File: config.mk
export PLATFORM = sky130hd
export DESIGN_NAME = kyber_enc_loader
export DESIGN_NICKNAME = d
export VERILOG_FILES = /design/src/rtl/kyber_enc_loader.sv
export SDC_FILE = /design/constraint.sdc
export NUM_CORES = 1
export LEC_CHECK = 0
export ABC_AREA = 0
export CAP_MARGIN = 10
export CORE_MARGIN = 5
export CORE_UTILIZATION = 40
export CTS_CLUSTER_SIZE = 28
export DETAILED_ROUTE_END_ITERATION = 8
export HOLD_SLACK_MARGIN = 0.15
export PLACE_DENSITY = 0.74
export SLEW_MARGIN = 10
export SYNTH_ARGS = -nofsm -noshare
export SYNTH_HDL_FRONTEND = slang
export SYNTH_SLANG_ARGS = --single-unit
export TNS_END_PERCENT = 20
File: constraint.sdc
create_clock -name clk -period 5 [get_ports clk]
set_clock_uncertainty 0.1 [all_clocks]
set_input_delay 0.75 -clock clk [delete_from_list [all_inputs] [get_ports clk]]
set_output_delay 0.75 -clock clk [all_outputs]
set_load 0.05 [all_outputs]
File: src/rtl/kyber_enc_loader.sv
// rtl/kyber_enc_loader.sv - host-byte sequencer feeding kyber_pke_enc over readin/readin_ok.
// Optional s_last length checking is enabled by defining KYBER_LOADER_LEN_CHECK_EN.
module kyber_enc_loader #(
    parameter int K          = 3,
    parameter int IDX_W      = 16,
    parameter int FIFO_DEPTH = 4
) (
    input  logic             clk,
    input  logic             reset_n,
    input  logic             s_valid,
    output logic             s_ready,
    input  logic [7:0]       s_data,
    input  logic             s_last,
    output logic [3:0]       req_type,
    output logic [IDX_W-1:0] req_len,
    input  logic [3:0]       core_input_type,
    input  logic             core_readin_ok,
    input  logic             core_done,
    output logic             core_readin,
    output logic             core_full_in,
    output logic [3:0]       core_data_type,
    output logic [7:0]       core_din,
    output logic [IDX_W-1:0] core_in_index,
    output logic             load_done,
    output logic             enc_done,
    output logic             err_seq,
    output logic             err_len
);
    localparam int AW = $clog2(FIFO_DEPTH);
    localparam logic [IDX_W-1:0] LEN_EK = IDX_W'(384 * K + 32);
    localparam logic [IDX_W-1:0] LEN_32 = IDX_W'(32);
    localparam logic [IDX_W-1:0] ONE    = IDX_W'(1);
    localparam logic [AW:0]      PTR_ONE = (AW + 1)'(1);

    typedef enum logic [1:0] {
        IDLE = 2'd0,
        LOAD = 2'd1,
        WAIT = 2'd2
    } state_t;

    state_t state, state_nx;

    logic [3:0]       cur_type;
    logic [IDX_W-1:0] len;
    logic [IDX_W-1:0] len_m1;
    logic [IDX_W-1:0] new_len;
    logic [IDX_W-1:0] wr_cnt;
    logic [IDX_W-1:0] rd_cnt;
    logic [7:0]       mem [FIFO_DEPTH];
    logic [AW:0]      wr_ptr;
    logic [AW:0]      rd_ptr;
    logic             fifo_empty;
    logic             fifo_full;
    logic             type_ok;
    logic             in_load;
    logic             abort;
    logic             push;
    logic             pop;
    logic             at_last;
    logic             core_done_q;

    assign type_ok    = (core_input_type != 4'd0) && (core_input_type <= 4'd4);
    assign new_len    = (core_input_type == 4'd2) ? LEN_EK : LEN_32;
    assign len_m1     = len - ONE;

    // Extra pointer MSB distinguishes full from empty when the indices match.
    assign fifo_empty = (wr_ptr == rd_ptr);
    assign fifo_full  = (wr_ptr[AW-1:0] == rd_ptr[AW-1:0]) && (wr_ptr[AW] != rd_ptr[AW]);

    // A type change mid-load blocks both handshakes so nothing moves in the abort cycle.
    assign in_load    = (state == LOAD);
    assign abort      = in_load && (core_input_type != cur_type);

    assign s_ready     = in_load && !abort && !fifo_full && (wr_cnt < len);
    assign core_readin = in_load && !abort && !fifo_empty;
    assign push        = s_valid && s_ready;
    assign pop         = core_readin && core_readin_ok;
    assign at_last     = (rd_cnt == len_m1);

    assign core_full_in   = core_readin && at_last;
    assign core_din       = core_readin ? mem[rd_ptr[AW-1:0]] : 8'h00;
    assign core_in_index  = in_load ? rd_cnt : '0;
    assign core_data_type = (state != IDLE) ? cur_type : 4'd0;
    assign req_type       = (state != IDLE) ? cur_type : 4'd0;
    assign req_len        = (state != IDLE) ? len : '0;

    always_ff @(posedge clk or negedge reset_n) begin
        if (!reset_n) begin
            state <= IDLE;
        end else begin
            state <= state_nx;
        end
    end

    always_comb begin
        state_nx = state;
        case (state)
            IDLE: begin
                if (type_ok) begin
                    state_nx = LOAD;
                end
            end
            LOAD: begin
                if (abort) begin
                    state_nx = IDLE;
                end else if (pop && at_last) begin
                    state_nx = WAIT;
                end
            end
            WAIT: begin
                if (core_input_type != cur_type) begin
                    state_nx = IDLE;
                end
            end
            default: state_nx = IDLE;
        endcase
    end

    always_ff @(posedge clk) begin
        if (push) begin
            mem[wr_ptr[AW-1:0]] <= s_data;
        end
    end

    always_ff @(posedge clk or negedge reset_n) begin
        if (!reset_n) begin
            cur_type  <= 4'd0;
            len       <= '0;
            wr_cnt    <= '0;
            rd_cnt    <= '0;
            wr_ptr    <= '0;
            rd_ptr    <= '0;
            load_done <= 1'b0;
            err_seq   <= 1'b0;
        end else begin
            load_done <= 1'b0;
            case (state)
                IDLE: begin
                    if (type_ok) begin
                        cur_type <= core_input_type;
                        len      <= new_len;
                        wr_cnt   <= '0;
                        rd_cnt   <= '0;
                        wr_ptr   <= '0;
                        rd_ptr   <= '0;
                    end
                end
                LOAD: begin
                    if (abort) begin
                        err_seq <= 1'b1;
                        wr_cnt  <= '0;
                        rd_cnt  <= '0;
                        wr_ptr  <= '0;
                        rd_ptr  <= '0;
                    end else begin
                        if (push) begin
                            wr_ptr <= wr_ptr + PTR_ONE;
                            wr_cnt <= wr_cnt + ONE;
                        end
                        if (pop) begin
                            rd_ptr <= rd_ptr + PTR_ONE;
                            rd_cnt <= rd_cnt + ONE;
                            if (at_last) begin
                                load_done <= 1'b1;
                            end
                        end
                    end
                end
                default: ;
            endcase
        end
    end

    always_ff @(posedge clk or negedge reset_n) begin
        if (!reset_n) begin
            core_done_q <= 1'b0;
            enc_done    <= 1'b0;
        end else begin
            core_done_q <= core_done;
            enc_done    <= core_done && !core_done_q;
        end
    end

`ifdef KYBER_LOADER_LEN_CHECK_EN
    // The byte count stays authoritative; a misplaced s_last only raises the flag.
    always_ff @(posedge clk or negedge reset_n) begin
        if (!reset_n) begin
            err_len <= 1'b0;
        end else if (push && (s_last != (wr_cnt == len_m1))) begin
            err_len <= 1'b1;
        end
    end
`else
    logic unused_last;
    assign unused_last = s_last;
    assign err_len     = 1'b0;
`endif

endmodule

==> impl_results.md, run 1 <==
- Final clock period utilization by the worst path: 81.5%
- CTS Sinks: 82
- Setup-failing EPs final: 0
- Nets: 476
- Die height: 114 µm
- N_diodes: 0
- Hold-fix buffers, CTS: 0
- Endpoint type of the worst setup path: primary output
- Syn_area_per_cell: 11.0 µm²
- Max incr delay on CP: 0.84 ns
- Worst path top cell family by delay: buffers and inverters
- Worst-path clk slew: 0.08 ns
- Routed via count: 3,198
- Post-route ant nets: 0
- Later-pin clock latency in the skew report: 0.35 ns
- Mapped cell area: 0.00435 mm²
- Synth area leaders: dfrtp_1, edfxtp_1, mux4_2
- R2R Path End: mem[2][4]$_DFFE_PP_
- Worst hold path type: reg2reg
- Cell mode on critical path: clkdlybuf4s50_1
- Post-DR wirelength/cell: 15.8 µm
- Crit-path max FO: 7
- Htree depth: 3
- Hold Crit Start: core_done_q$_DFF_PN0_
- First-pass GRT wire length: 15,400 µm
- Crit path DAT: 3.22 ns
- Routability congestion estimate from global placement: 0.817
- CP Launch Type: input port
- #FFs+latches synth: 82
- R2R depth: 5
- Hold path cells: 1
- Unique cell type count in the Yosys netlist: 58
- Cell count after synthesis: 394
- CP Buf/Inv Count: 2
- Final Hold Viols: 0
- CP max stage cell: clkdlybuf4s50_1
- Largest area contributor in the netlist: dfrtp_1
- Most frequent cell after synthesis: dfrtp_1
- Actual slew at the worst max-slew pin: 1.08 ns
- Drt drc: 0
- Reg-to-reg slack, setup: 1.93 ns
- Count of pins over their slew limit: 0
- Overall power: 1350 µW
- Cells along the critical path: clkdlybuf4s50_1, xnor2_1, and4_1, nand2_1, nor3_1, clkdlybuf4s50_1
- 1st-pass router iterations: 4
- Initial Utilization: 40.5%
- Post-synth EDFFs: 32
- Req. time, crit path: 4.15 ns
- Cell Count, Final, Fillers Out: 592
- Core Util, Final: 47.6%
- Placed instance count: 576
- Hold Path Sink: enc_done$_DFF_PN0_
- Commonest cells post-synth: dfrtp_1, edfxtp_1, nand2_1
- Pwr Density: 264 mW/mm²
- Clock buffer depth: 2
- Setup tns final: 0 ns
- Routed wire length: 9350 µm
- Core footprint: 0.0107 mm²
- Worst setup path category: in2out
- RSZ-0062 raised after global routing: false
- DR iter-0 viols: 218
- Initial antenna violation count: 0
- TritonCTS clock tree: yes
- FF-to-FF Start: rd_ptr[0]$_DFFE_PN0P_
- Top_reg_cell synth: dfrtp_1
- YS warnings: 0
- Vias per inst: 5.40
- Post-detail-place hpwl: 6750 µm
- Count of port buffers added during placement: 57
- Layout cells sized above 1: 11.5%
- Final min period: 4.07 ns
- Area share of the largest cell type after synthesis: 28.8%
- GRT Residual Overflow: 0
- Vias in the first global route: 3,089
- Total GRT Usage: 14.8%
- CTS root buffer: clkbuf_8
- Post-CTS Setup Repair Bufs: 0
- Fmax: 246 MHz
- PostCTS Resize Cnt: 0
- Die W: 114 µm
- Die ar.: 0.0131 mm²
- Leakage power: 0.00206 µW
- Num rows: 38
- Synth async-reset ratio: 61.0%
- CTS Buf Count: 9
- Largest net degree at the start of global routing: 51
- Ports: 73
- Outcome: complete, no violations
- Layout area overhead: 17.6%
- Worst-case setup margin in the final layout: 0.927 ns
- Share of the yosys chip area belonging to registers: 50.9%
- Maximum vdd drop: 0.110 mV
- Slew HR: 27.9%
- # Max-Cap Violations: 0
- Pre-CTS setup slack: 0.928 ns
how the worst max path moves through the flow:
stage                            start     endpoint  slack [ns]  depth (start not counted)
floorplan           core_input_type[2]  core_din[0]        1.34                          8
detailed placement  core_input_type[2]      s_ready        0.93                          6
CTS                 core_input_type[2]      s_ready        0.93                          6
finish              core_input_type[2]      s_ready        0.93                          6
global route        core_input_type[2]      s_ready        0.80                          6
global placement    core_input_type[2]      s_ready        0.95                          6
layout by cell type (no fill, tap or decap), types with 7 or more instances in the layout:
cell type,n
clkdlybuf4s50_1,46
nand3_1,11
or3_1,11
nand4_1,8
buf_4,16
xnor2_1,7
nand2_1,24
inv_1,13
conb_1,14
dfrtp_1,50
clkbuf_8,9
a21oi_1,16
nor3_1,10
edfxtp_1,32
nor2b_1,15
o21ai_0,19
ha_1,11
and2_1,21
o31ai_1,7
mux4_2,8
nor2_1,20
per-layer routing:
layer	global-route usage [%]	up-vias	wire length, µm
li1	-	1521	-
met1	18.8	1588	3890
met2	25.4	79	4850
met3	3.07	10	501
met4	4.35	0	105
met5	0	-	0
cells by family after synthesis:
logic type | after synthesis | synth area share [%]
AOI/OAI and AO/OA | 75 | 11.9
xor gates and xnor gates | 11 | 2.22
adders and majority gates | 11 | 3.16
buffers and inverters | 47 | 6.07
DFF | 82 | 50.9
muxes | 12 | 5.12
other | 1 | 0.0862
and+or+nand+nor | 155 | 20.6
layout make-up:
class / count / area, µm²
sequential: 82 / 2210
tap: 140 / 175
inverter: 13 / 48.8
multi-input combinational: 278 / 1920
timing repair buffer: 63 / 586
clock buffer: 10 / 128
fill: 972 / 5630
clock inverter: 6 / 43.8
power by group:
part / total, µW / switching, µW / internal, µW
Sequential: 726 / 13.7 / 712
Combinational: 202 / 135 / 66.4
Clock: 421 / 239 / 182
stage by stage:
step | hold slack, ns | cell area (µm²)
final | 0.300 | 5110
after global routing | 0.342 | 5110
after CTS | 0.308 | 5110
after detailed placement | 0.296 | 4940
after global placement | 0.290 | 4940
after floorplan | 0.278 | 4400
registers in the layout, indices dropped and copies added, names as in the netlist:
| signal | flops |
|---|---|
| err_seq | 1 |
| rd_cnt | 16 |
| rd_ptr | 3 |
| cur_type | 4 |
| core_done_q | 1 |
| len | 2 |
| mem | 32 |
| enc_done | 1 |
| load_done | 1 |
| wr_ptr | 3 |
| state | 2 |
| wr_cnt | 16 |
Note: power is estimated with default switching activity, not from simulation.
==> inputs of run 2 (changes only) <==
--- a/config.mk
+++ b/config.mk
@@ -12,7 +12,7 @@
 export CTS_CLUSTER_SIZE = 28
 export DETAILED_ROUTE_END_ITERATION = 8
 export HOLD_SLACK_MARGIN = 0.15
-export PLACE_DENSITY = 0.74
+export PLACE_DENSITY = 0.76
 export SLEW_MARGIN = 10
 export SYNTH_ARGS = -nofsm -noshare
 export SYNTH_HDL_FRONTEND = slang
==> constraint.sdc (replaced) <==
create_clock -name clk -period 3.6 [get_ports clk]
set_clock_uncertainty 0.1 [all_clocks]
set_input_delay 0.54 -clock clk [delete_from_list [all_inputs] [get_ports clk]]
set_output_delay 0.54 -clock clk [all_outputs]
set_load 0.05 [all_outputs]
==> impl_results.md, run 2 (synthesis results as in run 1) <==
- Clock buffer depth: 2 (unchanged)
- Die height: 114 µm (unchanged)
- Vias in the first global route: 3,239 (+4.9%)
- R2R Path End: mem[3][3]$_DFFE_PP_
- Worst hold path type: in2async
- N_diodes: 0 (unchanged)
- Worst-path clk slew: 0.09 ns (about the same)
- Actual slew at the worst max-slew pin: 0.818 ns (-0.262 ns)
- Design area: 0.00533 mm² (+4.1%)
- Worst path top cell family by delay: simple AND/OR/NAND/NOR gates
- Die ar.: 0.0131 mm² (unchanged)
- Later-pin clock latency in the skew report: 0.36 ns (about the same)
- Critical path launch point: len[5]$_DFFE_PN0P_
- TritonCTS clock tree: yes
- Area after DPL: 0.00512 mm² (+3.6%)
- 1st-pass router iterations: 4 (unchanged)
- Routed via count: 3,232 (+1.1%)
- Routed wire length: 9420 µm (+0.73%)
- Fmax: 321 MHz
- Post-route ant nets: 0 (unchanged)
- Count of pins over their slew limit: 0 (unchanged)
- Worst-case setup margin in the final layout: 0.481 ns (-0.446 ns)
- Overall power: 1970 µW (+46%)
- Ports: 73 (unchanged)
- Setup tns final: 0 ns (unchanged)
- Worst setup path category: reg2out
- Number of cells on the critical path: 7 (+1)
- Layout area overhead: 22.4%
- # Max-Cap Violations: 0 (unchanged)
- Vias per inst: 5.40 (about the same)
- Nets: 482 (+1.3%)
- Largest net degree at the start of global routing: 37 (-27%)
- Cell mode on critical path: nor2_1
- FF-to-FF Start: rd_ptr[1]$_DFFE_PN0P_
- CP endpoint: core_full_in
- Crit path DAT: 2.48 ns (-0.74 ns)
- Req. time, crit path: 2.96 ns (-1.19 ns)
- Initial antenna violation count: 0 (unchanged)
- CTS root buffer: clkbuf_8
- CP Launch Type: flip-flop
- Htree depth: 3 (unchanged)
- Most frequent cells in the layout: dfrtp_1, clkdlybuf4s50_1, edfxtp_1
- Core footprint: 0.0107 mm² (unchanged)
- Post-DR wirelength/cell: 15.7 µm (-0.28%)
- First-pass GRT wire length: 15,900 µm (+3.4%)
- Final Hold Viols: 0 (unchanged)
- Initial Utilization: 40.5% (unchanged)
- Maximum vdd drop: 0.154 mV (+39%)
- GRT Residual Overflow: 0 (unchanged)
- Hold-fix buffers, CTS: 0 (unchanged)
- Drt drc: 0 (unchanged)
- Crit-path max FO: 5 (-2)
- Largest register FFs: 32 (unchanged)
- Post-detail-place hpwl: 6990 µm (+3.5%)
- CTS Buf Count: 9 (unchanged)
- PostCTS Resize Cnt: 0 (unchanged)
- Cells along the critical path: inv_1, ha_1, or4_1, nor2_1, o2111ai_1, nor2_1, buf_12
- Endpoint type of the worst setup path: primary output
- Leakage power: 0.00214 µW (+3.6%)
- DR iter-0 viols: 209 (-4.1%)
- R2R depth: 6 (+1)
- Post-CTS Setup Repair Bufs: 0 (unchanged)
- Final min period: 3.12 ns
- Final clock period utilization by the worst path: 86.6%
- Layout cells sized above 1: 13.1% (+1.6 points)
- Pre-CTS setup slack: 0.465 ns (-0.463 ns)
- Routability congestion estimate from global placement: 0.867 (+6.1%)
- Slew HR: 45.5% (+18 points)
- Count of port buffers added during placement: 57 (unchanged)
- Outcome: complete, no violations
- Die W: 114 µm (unchanged)
- Setup-failing EPs final: 0 (unchanged)
- CTS Sinks: 82 (unchanged)
- RSZ-0062 raised after global routing: false
- Leading cell type in the layout, fill and taps excluded: dfrtp_1
- Max incr delay on CP: 0.47 ns (-0.37 ns)
- Pwr Density: 371 mW/mm² (+41%)
- Reg-to-reg slack, setup: 0.92 ns (-1.01 ns)
- Num rows: 38 (unchanged)
- Total GRT Usage: 15.2% (+0.48 points)
- CP max stage cell: or4_1
- CP Buf/Inv Count: 2 (unchanged)
[run 2: through the flow]
| stage | hold slack, ns | cells | util, % |
|---|---|---|---|
| after floorplan | 0.144 | 407 | - |
| after global placement | 0.290 | 582 | 47.7 |
| after detailed placement | 0.300 | 582 | 47.7 |
| after CTS | 0.182 | 598 | 49.6 |
| after global routing | 0.226 | 598 | 49.6 |
| final | 0.170 | 598 | 49.6 |
[run 2: worst register-to-register path, stage by stage, from the launching register on]
cell	delay [ns]
dfrtp_1	0.64
xor2_1	0.33
or3_1	0.27
nand2_1	0.10
nor4_1	0.31
buf_4	0.19
and2_1	0.39
[run 2: cell type report]
type / count / area [µm²]
fill: 954 / 5420
sequential: 82 / 2210
multi-input combinational: 278 / 1920
timing repair buffer: 69 / 766
tap: 140 / 175
clock buffer: 9 / 124
clock inverter: 7 / 77.6
inverter: 13 / 48.8
[run 2: where the power goes]
| part | switching, µW | internal (µW) | leakage (µW) | total, µW |
|---|---|---|---|---|
| Sequential | 18.2 | 989 | 0.000961 | 1010 |
| Clock | 350 | 326 | 0.000100 | 676 |
| Combinational | 192 | 98.6 | 0.00107 | 291 |
| Total | 561 | 1410 | 0.00214 | 1970 |
[run 2: metal layers]
metal | global-route usage, % | up-vias | part of all wire [%]
li1 | - | 1548 | -
met1 | 19.7 | 1573 | 42
met2 | 25.3 | 95 | 51
met3 | 2.11 | 16 | 4.6
met4 | 7.21 | 0 | 2.3
met5 | 0 | - | 0
[run 2: worst min-delay path by stage]
stage / startpoint / endpoint / slack, ns / depth (start not counted)
finish: reset_n / rd_cnt[4]$_DFFE_PN0P_ / 0.17 / 1
global route: reset_n / rd_cnt[12]$_DFFE_PN0P_ / 0.23 / 1
CTS: reset_n / wr_cnt[5]$_DFFE_PN0P_ / 0.18 / 1
detailed placement: core_done_q$_DFF_PN0_ / enc_done$_DFF_PN0_ / 0.30 / 1
global placement: core_done_q$_DFF_PN0_ / enc_done$_DFF_PN0_ / 0.29 / 1
floorplan: reset_n / core_done_q$_DFF_PN0_ / 0.14 / 0
